## src/rtl/pipe_ctrl_pkg.sv

```systemverilog
// Shared encodings for the pipeline sequencer: FSM states and the NOP bubble word.
package pipe_ctrl_pkg;

  typedef enum logic [1:0] {
    RUN      = 2'd0,
    MD_BUSY  = 2'd1,
    MEM_WAIT = 2'd2
  } pipe_state_t;

  localparam logic [31:0] NOP_INSTR = 32'h0000_0013;

endpackage

```

## src/rtl/pipe_ctrl_if.sv

```systemverilog
// Hazard inputs and stage-control outputs of the pipeline sequencer.
interface pipe_ctrl_if #(parameter int PERF_W = 32);
  logic stall_ld, br_taken_E, md_start_E, md_done, mem_req_M, mem_ack_M;
  logic md_go, md_err;
  logic pc_en, ifid_en, idex_en, exmem_en, memwb_en;
  logic ifid_flush, idex_flush, exmem_flush, memwb_flush;
  logic [1:0] state_o;
  logic [PERF_W-1:0] stall_cnt, flush_cnt, md_cnt;

  modport master (
    output stall_ld, br_taken_E, md_start_E, md_done, mem_req_M, mem_ack_M,
    input  md_go, md_err, pc_en, ifid_en, idex_en, exmem_en, memwb_en,
    input  ifid_flush, idex_flush, exmem_flush, memwb_flush,
    input  state_o, stall_cnt, flush_cnt, md_cnt
  );

  modport slave (
    input  stall_ld, br_taken_E, md_start_E, md_done, mem_req_M, mem_ack_M,
    output md_go, md_err, pc_en, ifid_en, idex_en, exmem_en, memwb_en,
    output ifid_flush, idex_flush, exmem_flush, memwb_flush,
    output state_o, stall_cnt, flush_cnt, md_cnt
  );
endinterface

```

## src/rtl/pipe_perf_cnt.sv

```systemverilog
// Saturating performance counter with synchronous clear.
module pipe_perf_cnt #(
  parameter int W = 32
) (
  input  logic         clk,
  input  logic         clr,
  input  logic         inc,
  output logic [W-1:0] cnt
);

  always_ff @(posedge clk) begin
    if (clr)
      cnt <= '0;
    else if (inc && (cnt != '1))
      cnt <= cnt + 1'b1;
  end

endmodule

```

## src/rtl/pipe_ctrl.sv

```systemverilog
// Pipeline sequencer: arbitrates stall/flush causes and drives per-stage enables/flushes.
// Define PIPE_CTRL_PERF_EN to build the stall/flush/MD performance counters.
module pipe_ctrl #(
  parameter int MD_TMO = 64,
  parameter int PERF_W = 32
) (
  input  logic      clk,
  input  logic      reset,
  pipe_ctrl_if.slave bus
);
  import pipe_ctrl_pkg::*;

  // state    | meaning
  // RUN      | normal issue, RUN priorities apply
  // MD_BUSY  | MUL/DIV held in E, waiting for md_done or timeout
  // MEM_WAIT | data memory stall in M, waiting for mem_ack_M

  localparam int TMO_W = $clog2(MD_TMO);

  pipe_state_t      state, state_nx;
  logic [TMO_W-1:0] tmo_cnt;
  logic             mem_stall, tmo_hit;
  logic             md_go, md_err;
  logic             pc_en, ifid_en, idex_en, exmem_en, memwb_en;
  logic             ifid_flush, idex_flush, exmem_flush, memwb_flush;

  always_ff @(posedge clk) begin
    if (reset) begin
      state   <= RUN;
      tmo_cnt <= '0;
    end else begin
      state   <= state_nx;
      tmo_cnt <= (state == MD_BUSY) ? tmo_cnt + 1'b1 : '0;
    end
  end

  always_comb begin
    state_nx    = state;
    md_go       = 1'b0;
    md_err      = 1'b0;
    pc_en       = 1'b0;
    ifid_en     = 1'b0;
    idex_en     = 1'b0;
    exmem_en    = 1'b0;
    memwb_en    = 1'b0;
    ifid_flush  = 1'b0;
    idex_flush  = 1'b0;
    exmem_flush = 1'b0;
    memwb_flush = 1'b0;
    mem_stall   = bus.mem_req_M & ~bus.mem_ack_M;
    tmo_hit     = (tmo_cnt == TMO_W'(MD_TMO - 1));

    case (state)
      MD_BUSY: begin
        exmem_en    = 1'b1;
        exmem_flush = 1'b1;
        memwb_en    = 1'b1;
        if (bus.md_done || tmo_hit) begin
          {pc_en, ifid_en, idex_en} = 3'b111;
          exmem_flush = 1'b0;
          md_err      = ~bus.md_done;
          state_nx    = RUN;
        end
      end
      default: begin
        // RUN and MEM_WAIT share one priority ladder; MEM_WAIT just re-enters rule 1
        if (mem_stall) begin
          memwb_en    = 1'b1;
          memwb_flush = 1'b1;
          state_nx    = MEM_WAIT;
        end else if (bus.md_start_E) begin
          md_go       = 1'b1;
          exmem_en    = 1'b1;
          exmem_flush = 1'b1;
          state_nx    = MD_BUSY;
        end else begin
          state_nx = RUN;
          {pc_en, ifid_en, idex_en, exmem_en, memwb_en} = 5'b11111;
          if (bus.br_taken_E) begin
            ifid_flush = 1'b1;
            idex_flush = 1'b1;
          end else if (bus.stall_ld) begin
            pc_en      = 1'b0;
            ifid_en    = 1'b0;
            idex_flush = 1'b1;
          end
        end
      end
    endcase

    if (reset) begin
      state_nx    = RUN;
      md_go       = 1'b0;
      md_err      = 1'b0;
      {pc_en, ifid_en, idex_en, exmem_en, memwb_en} = 5'b0;
      {ifid_flush, idex_flush, exmem_flush, memwb_flush} = 4'b0;
    end
  end

  assign bus.state_o     = state;
  assign bus.md_go       = md_go;
  assign bus.md_err      = md_err;
  assign bus.pc_en       = pc_en;
  assign bus.ifid_en     = ifid_en;
  assign bus.idex_en     = idex_en;
  assign bus.exmem_en    = exmem_en;
  assign bus.memwb_en    = memwb_en;
  assign bus.ifid_flush  = ifid_flush;
  assign bus.idex_flush  = idex_flush;
  assign bus.exmem_flush = exmem_flush;
  assign bus.memwb_flush = memwb_flush;

`ifdef PIPE_CTRL_PERF_EN
  logic [PERF_W-1:0] stall_cnt, flush_cnt, md_cnt;

  pipe_perf_cnt #(.W(PERF_W)) u_stall_cnt (
    .clk(clk), .clr(reset), .inc(~pc_en), .cnt(stall_cnt)
  );
  pipe_perf_cnt #(.W(PERF_W)) u_flush_cnt (
    .clk(clk), .clr(reset), .inc(ifid_flush | idex_flush), .cnt(flush_cnt)
  );
  pipe_perf_cnt #(.W(PERF_W)) u_md_cnt (
    .clk(clk), .clr(reset), .inc(state == MD_BUSY), .cnt(md_cnt)
  );

  assign bus.stall_cnt = stall_cnt;
  assign bus.flush_cnt = flush_cnt;
  assign bus.md_cnt    = md_cnt;
`else
  assign bus.stall_cnt = '0;
  assign bus.flush_cnt = '0;
  assign bus.md_cnt    = '0;
`endif

endmodule
```

## src/flat_wrapper.sv

```systemverilog
// flat-port wrapper written by rule: the top's interface ports become plain ports
module pipe_ctrl_flat import pipe_ctrl_pkg::*;
#(
  parameter int MD_TMO = 64,
  parameter int PERF_W = 32
)
  (clk, reset, bus_stall_ld, bus_br_taken_E, bus_md_start_E, bus_md_done, bus_mem_req_M, bus_mem_ack_M, bus_md_go, bus_md_err, bus_pc_en, bus_ifid_en, bus_idex_en, bus_exmem_en, bus_memwb_en, bus_ifid_flush, bus_idex_flush, bus_exmem_flush, bus_memwb_flush, bus_state_o, bus_stall_cnt, bus_flush_cnt, bus_md_cnt);
  pipe_ctrl_if #(.PERF_W(PERF_W)) bus_i ();
  input  logic clk;
  input  logic reset;
  input wire logic [$bits(bus_i.stall_ld)-1:0] bus_stall_ld;
  input wire logic [$bits(bus_i.br_taken_E)-1:0] bus_br_taken_E;
  input wire logic [$bits(bus_i.md_start_E)-1:0] bus_md_start_E;
  input wire logic [$bits(bus_i.md_done)-1:0] bus_md_done;
  input wire logic [$bits(bus_i.mem_req_M)-1:0] bus_mem_req_M;
  input wire logic [$bits(bus_i.mem_ack_M)-1:0] bus_mem_ack_M;
  output wire logic [$bits(bus_i.md_go)-1:0] bus_md_go;
  output wire logic [$bits(bus_i.md_err)-1:0] bus_md_err;
  output wire logic [$bits(bus_i.pc_en)-1:0] bus_pc_en;
  output wire logic [$bits(bus_i.ifid_en)-1:0] bus_ifid_en;
  output wire logic [$bits(bus_i.idex_en)-1:0] bus_idex_en;
  output wire logic [$bits(bus_i.exmem_en)-1:0] bus_exmem_en;
  output wire logic [$bits(bus_i.memwb_en)-1:0] bus_memwb_en;
  output wire logic [$bits(bus_i.ifid_flush)-1:0] bus_ifid_flush;
  output wire logic [$bits(bus_i.idex_flush)-1:0] bus_idex_flush;
  output wire logic [$bits(bus_i.exmem_flush)-1:0] bus_exmem_flush;
  output wire logic [$bits(bus_i.memwb_flush)-1:0] bus_memwb_flush;
  output wire logic [$bits(bus_i.state_o)-1:0] bus_state_o;
  output wire logic [$bits(bus_i.stall_cnt)-1:0] bus_stall_cnt;
  output wire logic [$bits(bus_i.flush_cnt)-1:0] bus_flush_cnt;
  output wire logic [$bits(bus_i.md_cnt)-1:0] bus_md_cnt;
  assign bus_i.stall_ld = bus_stall_ld;
  assign bus_i.br_taken_E = bus_br_taken_E;
  assign bus_i.md_start_E = bus_md_start_E;
  assign bus_i.md_done = bus_md_done;
  assign bus_i.mem_req_M = bus_mem_req_M;
  assign bus_i.mem_ack_M = bus_mem_ack_M;
  assign bus_md_go = bus_i.md_go;
  assign bus_md_err = bus_i.md_err;
  assign bus_pc_en = bus_i.pc_en;
  assign bus_ifid_en = bus_i.ifid_en;
  assign bus_idex_en = bus_i.idex_en;
  assign bus_exmem_en = bus_i.exmem_en;
  assign bus_memwb_en = bus_i.memwb_en;
  assign bus_ifid_flush = bus_i.ifid_flush;
  assign bus_idex_flush = bus_i.idex_flush;
  assign bus_exmem_flush = bus_i.exmem_flush;
  assign bus_memwb_flush = bus_i.memwb_flush;
  assign bus_state_o = bus_i.state_o;
  assign bus_stall_cnt = bus_i.stall_cnt;
  assign bus_flush_cnt = bus_i.flush_cnt;
  assign bus_md_cnt = bus_i.md_cnt;
  pipe_ctrl #(.MD_TMO(MD_TMO), .PERF_W(PERF_W)) u_core (.clk(clk), .reset(reset), .bus(bus_i));
endmodule
```

## config.mk

```make
export PLATFORM = sky130hd
export DESIGN_NAME = pipe_ctrl_flat
export DESIGN_NICKNAME = d
export VERILOG_FILES = /design/src/rtl/pipe_ctrl_pkg.sv /design/src/rtl/pipe_ctrl_if.sv /design/src/rtl/pipe_perf_cnt.sv /design/src/rtl/pipe_ctrl.sv /design/src/flat_wrapper.sv
export SDC_FILE = /design/constraint.sdc
export NUM_CORES = 1
export LEC_CHECK = 0
export CELL_PAD_IN_SITES_DETAIL_PLACEMENT = 1
export CELL_PAD_IN_SITES_GLOBAL_PLACEMENT = 1
export CORE_ASPECT_RATIO = 1.5
export CORE_MARGIN = 4
export CORE_UTILIZATION = 17
export CTS_BUF_LIST = sky130_fd_sc_hd__clkbuf_8
export DETAILED_ROUTE_END_ITERATION = 10
export HOLD_SLACK_MARGIN = 0.03
export PLACE_DENSITY = 0.87
export SETUP_SLACK_MARGIN = 0.15
export SLEW_MARGIN = 15
export SYNTH_ARGS = -nofsm -noshare
export SYNTH_HDL_FRONTEND = slang
export SYNTH_HIERARCHICAL = 1
export SYNTH_SLANG_ARGS = --single-unit
export TNS_END_PERCENT = 50
```

## constraint.sdc

```tcl
create_clock -name clk -period 1.5 [get_ports clk]
set_clock_uncertainty 0.05 [all_clocks]
set_input_delay 0.225 -clock clk [delete_from_list [all_inputs] [get_ports clk]]
set_output_delay 0.225 -clock clk [all_outputs]
set_load 0.005 [all_outputs]
```

# Word-level counts from Yosys, hierarchy flattened
# Index checks and enable logic that the tools add are counted.
totals:
  regBits: 8
  latch_bits: 0
  ramBits: 0
  romBits: 0
  inputBits: 8
  output_inout_bits: 109
  wordCells: 57
  mem_count: 0
op_classes:
  addsub: 1
  mul: 0
  div_mod_pow: 0
  magnitude_cmp: 0
  eq_ne: 3
  shifts: 0
  mux: 45
  bitwise_logic: 4
  n_reduce_logical: 2
op_table:
  columns: ["op", "n"]
  rows:
  - ["$mux W1", 42]
  - ["$add A6 B1 Y6 const B", 1]
  - ["$eq A6 B6 Y1 const B", 1]
  - ["$mux W2", 3]
  - ["$not A1 Y1", 3]
  - ["$eq A2 B1 Y1 const B", 1]
  - ["$ne A2 B2 Y1 const B", 1]
  - ["$reduce_or A2 Y1", 1]
  - ["$and A1 B1 Y1", 1]
  - ["$logic_or A1 B1 Y1", 1]

# Depth between registers and ports, before layout
# Gate-level depths: netlist of the first run.
logic_depth:
  word_depth: 6
  ltp_mapped: 5

# Least setup slack after synthesis of the first run
# No wires, ideal clock.
synth_timing:
  kind: "register to output"
  start: "register u_core.state[0] (netlist: u_core/bus.state_o[0])"
  end: "output bus_pc_en"
  arrival_time_ns: 1.300
  slack_ns: -0.075
  stages_incl_launch_ff: 5
  n_path_buf: 1
  path_cell_list: "dfxtp_1 -> nor2b_4 -> or4_1 -> a21oi_1 -> buf_4"
synth_via:
  elab_chain_len: 3
synth_rtl:
  columns: ["element", "line", "text"]
  rows:
  - ["start, declared", "pipe_ctrl.sv:20", "pipe_state_t state, state_nx;"]
  - ["start signal, assigned", "pipe_ctrl.sv:32", "state <= state_nx;"]
  - ["$eq A2 B1 Y1", null, null]
  - ["$mux W1 (2 in series)", null, null]
  - ["end, declared", "flat_wrapper.sv:19", "output wire logic [$bits(bus_i.pc_en)-1:0] bus_pc_en;"]
# Every way passes these cells.

# Worst setup path in the final report of the first run
layout_timing:
  start: "register u_core.tmo_cnt[1]"
  end: "output bus_ifid_en"
layout_via:
  elab_chain_len: 5
layout_rtl:
  columns: ["element", "line", "text"]
  rows:
  - ["start, declared", "pipe_ctrl.sv:21", "logic [TMO_W-1:0] tmo_cnt;"]
  - ["start signal, assigned", "pipe_ctrl.sv:33", "tmo_cnt <= (state == MD_BUSY) ? tmo_cnt + 1'b1 : '0;"]
  - ["$eq A6 B6 Y1", "pipe_ctrl.sv:51", "tmo_hit = (tmo_cnt == TMO_W'(MD_TMO - 1));"]
  - ["$logic_or A1 B1 Y1", "pipe_ctrl.sv:58", "if (bus.md_done || tmo_hit) begin"]
  - ["$mux W1", "pipe_ctrl.sv:58", null]
  - ["$mux W1", "pipe_ctrl.sv:53", "case (state)"]
  - ["$mux W1", "pipe_ctrl.sv:91", "if (reset) begin"]
  - ["end, declared", "flat_wrapper.sv:20", "output wire logic [$bits(bus_i.ifid_en)-1:0] bus_ifid_en;"]
# Every way passes these cells.

==> results of run 1 <==
[registers in the layout (all words and copies together), names as in the netlist]
signal              flops
u_core/bus.state_o      2
u_core/tmo_cnt          6
[worst max-delay path: stages, from the launching register on]
cell,delay (ns)
dfxtp_2,0.33
ha_4,0.16
and3_4,0.18
buf_6,0.11
a22oi_2,0.17
a21oi_2,0.09
buf_4,0.13
buf_6,0.10
[per-stage QoR]
stage / total power [mW] / instances / hold WS, ns / utilization / setup WS [ns]
2_1_floorplan: 0.504 / 244 / 0.368 / - / -0.0312
4_1_cts: 0.680 / 266 / 0.477 / 0.203 / -0.303
3_5_place_dp: 0.418 / 259 / 0.466 / 0.184 / -0.785
3_3_place_gp: 0.415 / 259 / 0.449 / 0.184 / -0.766
6_report: 0.680 / 268 / 0.471 / 0.208 / -0.274
5_1_grt: 0.733 / 268 / 0.491 / 0.208 / -0.335
[area by class of cell]
class                      count  area, um2  share of cell area
timing repair buffer          43        333               0.244
clock buffer                   3       41.3              0.0302
tap                           76       95.1              0.0696
multi-input combinational    137        726               0.531
inverter                       1       3.75             0.00275
sequential                     8        168               0.123
[cells by family after synthesis]
logic type,Yosys count,share of synthesized area
buf+inv,99,0.636
simple gates,26,0.132
xor+xnor,3,0.0227
flops,8,0.138
fa+ha+maj,1,0.0108
other cells,1,0.00324
compound gates,11,0.0573
[routing by layer]
| metal | vias to the layer above | share of wire |
|---|---|---|
| met5 | - | 0 |
| met4 | 0 | 0.0054 |
| met3 | 2 | 0.18 |
| met2 | 90 | 0.50 |
| met1 | 358 | 0.31 |
| li1 | 369 | - |
[synth_stat cells (2+ instances only)]
library cell	count
nor2b_1	2
nor2_1	6
nand3_1	3
xnor2_1	2
a21oi_1	6
buf_4	97
or3_1	2
nor3_1	3
nand2b_1	2
dfxtp_1	8
[final timing paths]
path / cells past startpoint / start / slack [ns] / to
setup / recovery: 7 / u_core/tmo_cnt[1] / -0.27 / bus_ifid_en
hold / removal: 2 / u_core/tmo_cnt[0] / 0.47 / u_core/tmo_cnt[0]
setup reg to reg: 7 / u_core/tmo_cnt[1] / 0.13 / u_core/tmo_cnt[4]
hold reg to reg: 2 / u_core/tmo_cnt[0] / 0.47 / u_core/tmo_cnt[0]
[power by group through the flow]
stage               Combinational, mW  Sequential, mW  Clock, mW
floorplan                       0.278           0.226          0
global placement                0.190           0.225          0
detailed placement              0.193           0.225          0
CTS                             0.196           0.223      0.261
global route                    0.234           0.223      0.276
finish                          0.205           0.222      0.253
[what timing repair did]
item	CTS	global route
pin swaps	13	5
setup buffers	4	2
resized for setup	78	2
setup endpoints to repair	14	12
==> metrics, run 1 <==
status complete, but fails checks; failing checks setup timing; GR Util met2 0.104; routability cong. 0.728; most frequent cells in the layout 96 x conb_1, 20 x buf_4, 9 x buf_2, 7 x dlygate4sd2_1, 6 x nor2_1; # hold bufs at CTS 0; Final Critical Period between 1.5 and 2 ns; die height 109 um; sequential share of power 0.327; Fill cells between 800 and 900; P_leak a little over 0.7 nW; Cell Area, Synth 0.00116 mm2; Boundary Pins 117; Die Area around 0.0082 mm2; Clk pin slew, worst setup/hold paths 0.04 ns; Power Internal 0.473 mW; area delta synth->final 18.1%; Worst Path Max Fanout 2; Final Max Slew Viols 0; Tcrit/Tclk final 1.18; worst setup path class reg2out; flip-flop cell with the highest count after synthesis dfxtp_1; final instance area 0.00137 mm2; diodes inserted 0; unrepaired setup endpoints after global routing yes; H-tree Lvls 1; Sink Count 8; max-cap check violation count 0; GRT overflow 0; post-detail-place hpwl 2200 um; insertion delay to the later sink of the worst-skew pair 0.23 ns; crit path DAT 1.50 ns; final setup margin -0.274 ns; Ys Warns 6; Cell Rows 36; Fin Setup TNS -1.11 ns; M3 GR Usage 0.0286; pin count of the biggest net entering global routing 10; Root Buffer clkbuf_8; share of cells above drive strength 1 0.307; dpl cell area 0.00121 mm2; Mapped Avg Cell Area 7.77 um2; vias in the first global route 808; core area 0.00658 mm2; Syn Inst Count 149; dominant cell type by area after synthesis buf_4; most crowded layer after global routing met2; sw frac 0.304; post-synth cell types 28; Initial Util 0.176; top cell type's share of synthesized area 0.629; first-pass GRT wire length 3560 um; combinational power share 0.301; post-synthesis async set-or-reset flop share 0; Final ANT Viol Nets 0; IO buf count 20; Yosys reg bits 8; setup violators final 7; 1st-pass router iterations 4; routed vias around 820; power density relative to cell area roughly 500 mW/mm2; top post-synthesis cells by area buf_4 63%, dfxtp_1 14%, a21oi_1 2.6%; Final Hold Vio Count 0; clock buffer depth 2; Max Fclk 564 MHz; Num CTS Buffers 3; register area share after synthesis 0.138; Setup crit start kind flip-flop; M1 GR Usage 0.0569; commonest non-fill, non-tap cell in the layout conb_1; CTS tree done; routed len/inst between 9 and 10 um; Die X 75.4 um; drt drc 0; Sw Pwr 0.206 mW; Clk network pwr share 0.372; Crit path required time 1.22 ns; global-route usage over all layers 0.0570; post-layout net count 203; Post-synth EDFFs 0; Setup crit end kind output port; Vias/cell 3.06; 1st-iter DRT viols 6; Max VDD drop 259 uV; initial antenna violation count 0; class of the worst hold path reg2reg; drt total wl 2580 um
No activity file was read; power rests on OpenSTA's default activity.
==> run 2: changes to the inputs <==
--- a/config.mk
+++ b/config.mk
@@ -5,6 +5,7 @@
 export SDC_FILE = /design/constraint.sdc
 export NUM_CORES = 1
 export LEC_CHECK = 0
+export CAP_MARGIN = 15
 export CELL_PAD_IN_SITES_DETAIL_PLACEMENT = 1
 export CELL_PAD_IN_SITES_GLOBAL_PLACEMENT = 1
 export CORE_ASPECT_RATIO = 1.5
@@ -12,7 +13,7 @@
 export CORE_UTILIZATION = 17
 export CTS_BUF_LIST = sky130_fd_sc_hd__clkbuf_8
 export DETAILED_ROUTE_END_ITERATION = 10
-export HOLD_SLACK_MARGIN = 0.03
+export HOLD_SLACK_MARGIN = 0.1
 export PLACE_DENSITY = 0.87
 export SETUP_SLACK_MARGIN = 0.15
 export SLEW_MARGIN = 15
==> results of run 2 <==
Final layout, timing and power as in run 1 (identical DEF).
